**src/rtl/mult_share_arbiter.sv**
```systemverilog
// Round-robin arbiter sharing one sequential multiplier between NREQ requesters.
// Optional watchdog on mult_done: define MULT_SHARE_ARBITER_TIMEOUT_EN.
module mult_share_arbiter #(
    parameter int DW      = 4,
    parameter int DW_2    = 8,
    parameter int NREQ    = 2,
    parameter int TIMEOUT = 64
) (
    input  logic                 clk,
    input  logic                 rst,
    input  logic [NREQ-1:0]      req,
    input  logic [NREQ*DW-1:0]   req_multiplier,
    input  logic [NREQ*DW-1:0]   req_multiplicand,
    output logic [NREQ-1:0]      gnt,
    output logic [NREQ-1:0]      rsp_valid,
    output logic                 rsp_sign,
    output logic [DW_2-1:0]      rsp_product,
    output logic                 rsp_err,
    output logic                 busy,
    output logic                 mult_start,
    output logic [DW-1:0]        mult_multiplier,
    output logic [DW-1:0]        mult_multiplicand,
    input  logic                 mult_done,
    input  logic                 mult_sign,
    input  logic [DW_2-1:0]      mult_product
);

    localparam int IW = (NREQ > 1) ? $clog2(NREQ) : 1;

    typedef enum logic [1:0] {IDLE, RUN, WAIT, RESP} state_t;

    state_t        state, state_n;
    logic [IW-1:0] rr_ptr;
    logic [IW-1:0] idx;
    logic [IW-1:0] sel;
    logic          found;
    logic          grant;
    logic          take_done;
    logic          take_tmo;

`ifdef MULT_SHARE_ARBITER_TIMEOUT_EN
    localparam int CW = $clog2(TIMEOUT + 1);
    logic [CW-1:0] tmo_cnt;
`else
    logic unused_timeout;
    assign unused_timeout = ^TIMEOUT;
`endif

    // First requester at or after rr_ptr, wrapping modulo NREQ.
    always_comb begin : rr_select
        int unsigned pos;
        found = 1'b0;
        sel   = '0;
        pos   = 0;
        for (int unsigned k = 0; k < int'(NREQ); k++) begin
            pos = (32'(rr_ptr) + k) % 32'(NREQ);
            if (!found && req[IW'(pos)]) begin
                found = 1'b1;
                sel   = IW'(pos);
            end
        end
    end

    always_comb begin
        state_n   = state;
        grant     = 1'b0;
        take_done = 1'b0;
        take_tmo  = 1'b0;
        case (state)
            IDLE: begin
                if (found) begin
                    grant   = 1'b1;
                    state_n = RUN;
                end
            end
            RUN:  state_n = WAIT;
            WAIT: begin
                if (mult_done) begin
                    take_done = 1'b1;
                    state_n   = RESP;
                end
`ifdef MULT_SHARE_ARBITER_TIMEOUT_EN
                else if (tmo_cnt == CW'(TIMEOUT - 1)) begin
                    take_tmo = 1'b1;
                    state_n  = RESP;
                end
`endif
            end
            RESP:    state_n = IDLE;
            default: state_n = IDLE;
        endcase
    end

    always_ff @(posedge clk) begin
        if (rst) state <= IDLE;
        else     state <= state_n;
    end

    always_ff @(posedge clk) begin
        if (rst) begin
            rr_ptr            <= '0;
            idx               <= '0;
            gnt               <= '0;
            mult_start        <= 1'b0;
            mult_multiplier   <= '0;
            mult_multiplicand <= '0;
            rsp_valid         <= '0;
            rsp_sign          <= 1'b0;
            rsp_product       <= '0;
            rsp_err           <= 1'b0;
            busy              <= 1'b0;
        end else begin
            busy       <= (state_n != IDLE);
            gnt        <= grant ? (NREQ'(1) << sel) : '0;
            mult_start <= grant;
            if (grant) begin
                idx               <= sel;
                mult_multiplier   <= req_multiplier[sel*DW +: DW];
                mult_multiplicand <= req_multiplicand[sel*DW +: DW];
            end
            rsp_valid <= (take_done || take_tmo) ? (NREQ'(1) << idx) : '0;
            if (take_done) begin
                rsp_sign    <= mult_sign;
                rsp_product <= mult_product;
                rsp_err     <= 1'b0;
            end
            if (take_tmo) begin
                rsp_sign    <= 1'b0;
                rsp_product <= '0;
                rsp_err     <= 1'b1;
            end
            // The winner just served drops to lowest priority.
            if (state == RESP)
                rr_ptr <= (idx == IW'(NREQ - 1)) ? '0 : idx + 1'b1;
        end
    end

`ifdef MULT_SHARE_ARBITER_TIMEOUT_EN
    always_ff @(posedge clk) begin
        if (rst)                tmo_cnt <= '0;
        else if (state == RUN)  tmo_cnt <= '0;
        else if (state == WAIT) tmo_cnt <= tmo_cnt + 1'b1;
    end
`endif

endmodule

```
**config.mk**
```make
export PLATFORM = sky130hd
export DESIGN_NAME = mult_share_arbiter
export DESIGN_NICKNAME = d
export VERILOG_FILES = /design/src/rtl/mult_share_arbiter.sv
export SDC_FILE = /design/constraint.sdc
export NUM_CORES = 1
export LEC_CHECK = 0
export ABC_AREA = 0
export ABC_CLOCK_PERIOD_IN_PS = 1400
export CAP_MARGIN = 5
export CORE_AREA = 2 2 71 73
export CTS_CLUSTER_SIZE = 40
export DETAILED_ROUTE_END_ITERATION = 12
export DIE_AREA = 0 0 73 75
export DONT_BUFFER_PORTS = 1
export PLACE_DENSITY = 0.46
export SETUP_SLACK_MARGIN = 0.02
export SYNTH_ARGS = -nofsm -noshare
export SYNTH_HDL_FRONTEND = slang
export SYNTH_SLANG_ARGS = --single-unit
```
**constraint.sdc**
```tcl
create_clock -name clk -period 1.4 [get_ports clk]
set_clock_uncertainty 0.2 [all_clocks]
set_input_delay 0.35 -clock clk [delete_from_list [all_inputs] [get_ports clk]]
set_output_delay 0.35 -clock clk [all_outputs]
set_load 0.1 [all_outputs]
```
### Yosys cells after proc, flatten, opt, wreduce, memory -nomap -nowiden

Index checks and enable logic that the tools add are counted.

* shift operators: 4
* bitwise gates (word level): 2
* eq/ne operators: 3
* muxes and demuxes: 16
* add/sub/neg operators: 2
* order comparisons: 2
* reduce and logical (&&, ||, !) cells: 6

Operator list (count)
* $shiftx 8x4->4: 2
* $mux 1: 13
* $pmux 2 s4: 1
* $eq 2x2->1 const B: 2
* $lt 1x2->1 const B: 2
* $mux 2: 2
* $reduce_or 2->1: 2
* $shl 1x1->2 const A: 2
* $add 1x1->1 const B: 2
* $eq 2x1->1 const B: 1
* $logic_not 2->1: 1
* $not 1->1: 2
* $reduce_bool 2->1: 1
* $logic_and 1x1->1: 1
* $logic_not 1->1: 1

* logic and storage cells: 46
* register bits: 27
* input bits: 30
* output and inout bits: 24

### Depth between registers and ports, before layout

* depth in word-level cells: 10
* gate-level depth with buffers: 4
* depth with buffers taken out: 3

### Least setup slack after synthesis

OpenSTA, ideal clock, no wires.

* path type: reg2reg
* start point: reg mult_multiplicand[0] (netlist name)
* end point: reg mult_multiplicand[0]
* clock period less this slack: 1.532 ns
* path buffers: 0
* cell stages (with the launch flop): 3
* data arrival time: 1.241 ns
* path slack: -0.132 ns
* required time: 1.109 ns
* setup time: 0.091 ns
* path through: dfxtp_1 -> a21oi_1 -> a311oi_1

RTL lines
* end signal, assigned: line 119 `mult_multiplicand <= req_multiplicand[sel*DW +: DW];`
* end, declared: line 22 `output logic [DW-1:0] mult_multiplicand,`

### Worst setup path after layout

* start point: reg mult_multiplier[1]
* end point: out mult_multiplier[1]

RTL lines
* start, declared: line 21 `output logic [DW-1:0] mult_multiplier,`
* start signal, assigned: line 118 `mult_multiplier <= req_multiplier[sel*DW +: DW];`

No word-level cell between the ends.

==> impl_metrics.json <==
{
  "syn_nets": 142,
  "place.gp.congestion": 0.878,
  "filler_cell_count": 465,
  "critPathCaptureType": "primary output",
  "initial_core_util_pct": 22.7,
  "cp_data_arrival_time_ns": 0.82,
  "dpl.cell_count": 184,
  "grt.busiest_layer": "met2",
  "final_hold_viol_count": 27,
  "antenna_cells": 0,
  "ys_seq_elements": 27,
  "syn_inst": 112,
  "clkPwrFrac_pct": 16.7,
  "min_to": "mult_multiplier[3]$_SDFFE_PP0P_",
  "yosysWarnings": 0,
  "wl_per_cell_um": 14.7,
  "h-tree-depth": 1,
  "vdd_drop_max_mv": 0.640,
  "antenna_left": 0,
  "dpl_cell_area_um2": 1590,
  "fp.dieH_um": 75,
  "combinationalPowerShare_pct": 45.8,
  "whs_ns": -0.0677,
  "viasPerCell": 5.06,
  "power_density_nw_per_um2": 1530,
  "syn-cell-area_um2": 1060,
  "r2r_end": "mult_multiplier[0]$_SDFFE_PP0P_",
  "cts_tree": "yes",
  "power.internal_uw": 1510,
  "seqPwrFrac_pct": 37.5,
  "p_leak_uw": 0.000686,
  "critical_path_buf_inv_count": 1,
  "finalSetupViolCount": 0,
  "fmax_ghz": 0.731,
  "coreArea_um2": 4660,
  "die_x_um": 73,
  "path_cells": "buf_12",
  "met3_usage_pct": 4.69,
  "layout-drive-gt1-share_pct": 48.9,
  "yosys.area.top_type": "dfxtp_1",
  "synth_top_cells_by_area": "dfxtp_1 (51%), mux2i_1 (9.5%), a311oi_1 (6.6%), a21oi_1 (4.7%), nor2_1 (4.6%)",
  "fp.dieArea_um2": 5480,
  "wirelength_mm": 2.81,
  "synth_cell_types": 27,
  "ys_seq_area_share_pct": 51.1,
  "grt_max_degree": 28,
  "min_from": "rst",
  "vias": 967,
  "port_buffers": 0,
  "r2r-start": "state[1]$_SDFF_PP0_",
  "nets": 168,
  "cp_slowest_cell": "dfxtp_2",
  "synth.top_cell.area_share_pct": 51.1,
  "track_usage_pct": 10.3,
  "finalCritPeriodShare_pct": 97.7,
  "numClockSinks": 27,
  "avgSynthCellArea_um2": 9.44,
  "grtUsageMet1_pct": 12.5,
  "grt_pass1_vias": 900,
  "clkTransAtPathRegs_ns": 0.09,
  "outcome": "finished with violations",
  "drt-initial-drc-count": 37,
  "cts-root-buf": "clkbuf_8",
  "stdcell_area_um2": 1700,
  "cp_slowest_stage_delay_ns": 0.37,
  "clock_latency_ns": 0.27,
  "fp-row-count": 25,
  "syn2layout_area_growth_pct": 60.5,
  "startpoint_type": "register",
  "grt_use_met2_pct": 16.6,
  "switching_share_pct": 41.5,
  "power.switching_uw": 1070,
  "dr.pass1.iters": 4,
  "worstHoldPathType": "input pin to register",
  "cp_top_family": "flip-flops",
  "globalRouteOverflowTotal": 0,
  "r2r_slack_ns": 0.05,
  "cts-buffers-inserted": 3,
  "crit_type": "register to primary output",
  "hold_path_depth": 1,
  "clockBufferDepth": 2,
  "slew_violations": 0,
  "drc": 0,
  "post-route-min-period_ns": 1.37,
  "dp_hpwl_mm": 2.15,
  "fin_cells": 191,
  "grt_pass1_wl_mm": 4.20,
  "antenna_found_initial": 0,
  "rsz0062_at_grt": "true",
  "violations": "negative hold slack",
  "reg2reg_depth": 3,
  "io_pins": 54,
  "worstPathRequired_ns": 0.85,
  "maxCapViolCount": 0,
  "crit_fanout": 2
}
flip-flops by register name, indices dropped and copies added, names as in the netlist:
signal             count
rsp_sign               1
mult_multiplier        4
idx                    1
mult_start             1
busy                   1
rsp_product            8
rsp_valid              2
rr_ptr                 1
gnt                    2
mult_multiplicand      4
state                  2
worst max path at each step:
stage                                                from                                end  slack (ns)  cells after the start
after floorplan                                    req[0]  mult_multiplicand[3]$_SDFFE_PP0P_         0.1                      4
after global placement                state[1]$_SDFF_PP0_  mult_multiplicand[3]$_SDFFE_PP0P_        0.04                      3
after detailed placement              state[1]$_SDFF_PP0_    mult_multiplier[0]$_SDFFE_PP0P_        0.01                      3
after CTS                 mult_multiplier[1]$_SDFFE_PP0P_                 mult_multiplier[1]        0.02                      1
after global routing                  state[1]$_SDFF_PP0_  mult_multiplicand[2]$_SDFFE_PP0P_       -0.01                      4
final                     mult_multiplier[1]$_SDFFE_PP0P_                 mult_multiplier[1]        0.03                      1
per-layer routing:
| metal | wire length, um | part of all wire (%) |
|---|---|---|
| met5 | 0 | 0 |
| met4 | 14 | 0.50 |
| met3 | 381 | 14 |
| met2 | 1340 | 47 |
| met1 | 1080 | 38 |
cell usage after synthesis, drive strengths merged:
cell / count
a211oi: 1
a21oi: 10
a311oi: 8
a31oi: 1
and2b: 1
buf: 5
clkbuf: 3
conb: 1
dfxtp: 27
inv: 2
mux2i: 10
nand2: 2
nand2b: 1
nand3: 9
nand3b: 1
nor2: 15
nor3: 2
nor4: 1
o21ai: 9
or2: 2
xnor2: 1
per-stage QoR:
stage / setup slack (ns) / util (%) / TNS (ns) / power, uW / hold slack [ns]
floorplan: 0.0994 / - / 0 / 1730 / 0.209
global placement: 0.0386 / 34.1 / 0 / 2110 / 0.219
detailed placement: 0.0105 / 34.1 / 0 / 2120 / 0.219
CTS: 0.0246 / 35.2 / 0 / 2570 / -0.0763
global route: -0.0134 / 36.4 / -0.0328 / 2710 / -0.0892
finish: 0.0324 / 36.4 / 0 / 2590 / -0.0677
cell usage in the layout (no fill, tap or decap), drive strengths merged, types with 2 or more instances in the layout:
cell	count
dfxtp	27
nor2	15
or2	2
nand3	9
o21ai	9
mux2i	10
a311oi	8
nor3	2
nand2	2
inv	2
clkbuf	4
a21oi	10
buf	28
and2b	2
final cells by class:
cell class | count | area, um^2 | area share, %
clock buffers | 4 | 45.0 | 2.65
multi-input cells | 76 | 503 | 29.6
flip-flops and latches | 27 | 572 | 33.7
inverters | 2 | 7.51 | 0.442
well taps | 54 | 67.6 | 3.98
repair buffers | 28 | 502 | 29.6
repair_timing:
| item | 4_1_cts | 5_1_grt |
|---|---|---|
| endpoints found under the hold margin | 27 | 27 |
| cloned | 0 | 1 |
| buffers inserted | 0 | 2 |
| setup endpoints to repair | 9 | 20 |
| gates resized for setup | 4 | 11 |
| pin swaps | 1 | 5 |
power by group through the flow:
stage                     logic [uW]  clock network, uW  registers [uW]
after floorplan                  252                  0            1480
after global placement          1130                  0             982
after detailed placement        1140                  0             985
after CTS                       1140                458             971
after global routing            1230                492             982
final                           1180                433             971
worst reg2reg max path: stages, from the launching register on:
cell,delay (ns)
dfxtp_2,0.36
or2_4,0.27
nor2_4,0.24
a311oi_2,0.15
cell families after synthesis:
group           count (synthesis)  share of synthesized area [%]
simple gates                   34                           16.3
compound gates                 29                           16.9
flops                          27                           51.1
mux                            10                           9.47
buf+inv                        10                           4.97
xor+xnor                        1                          0.829
other cells                     1                          0.355
(Power assumes the default switching activity.)
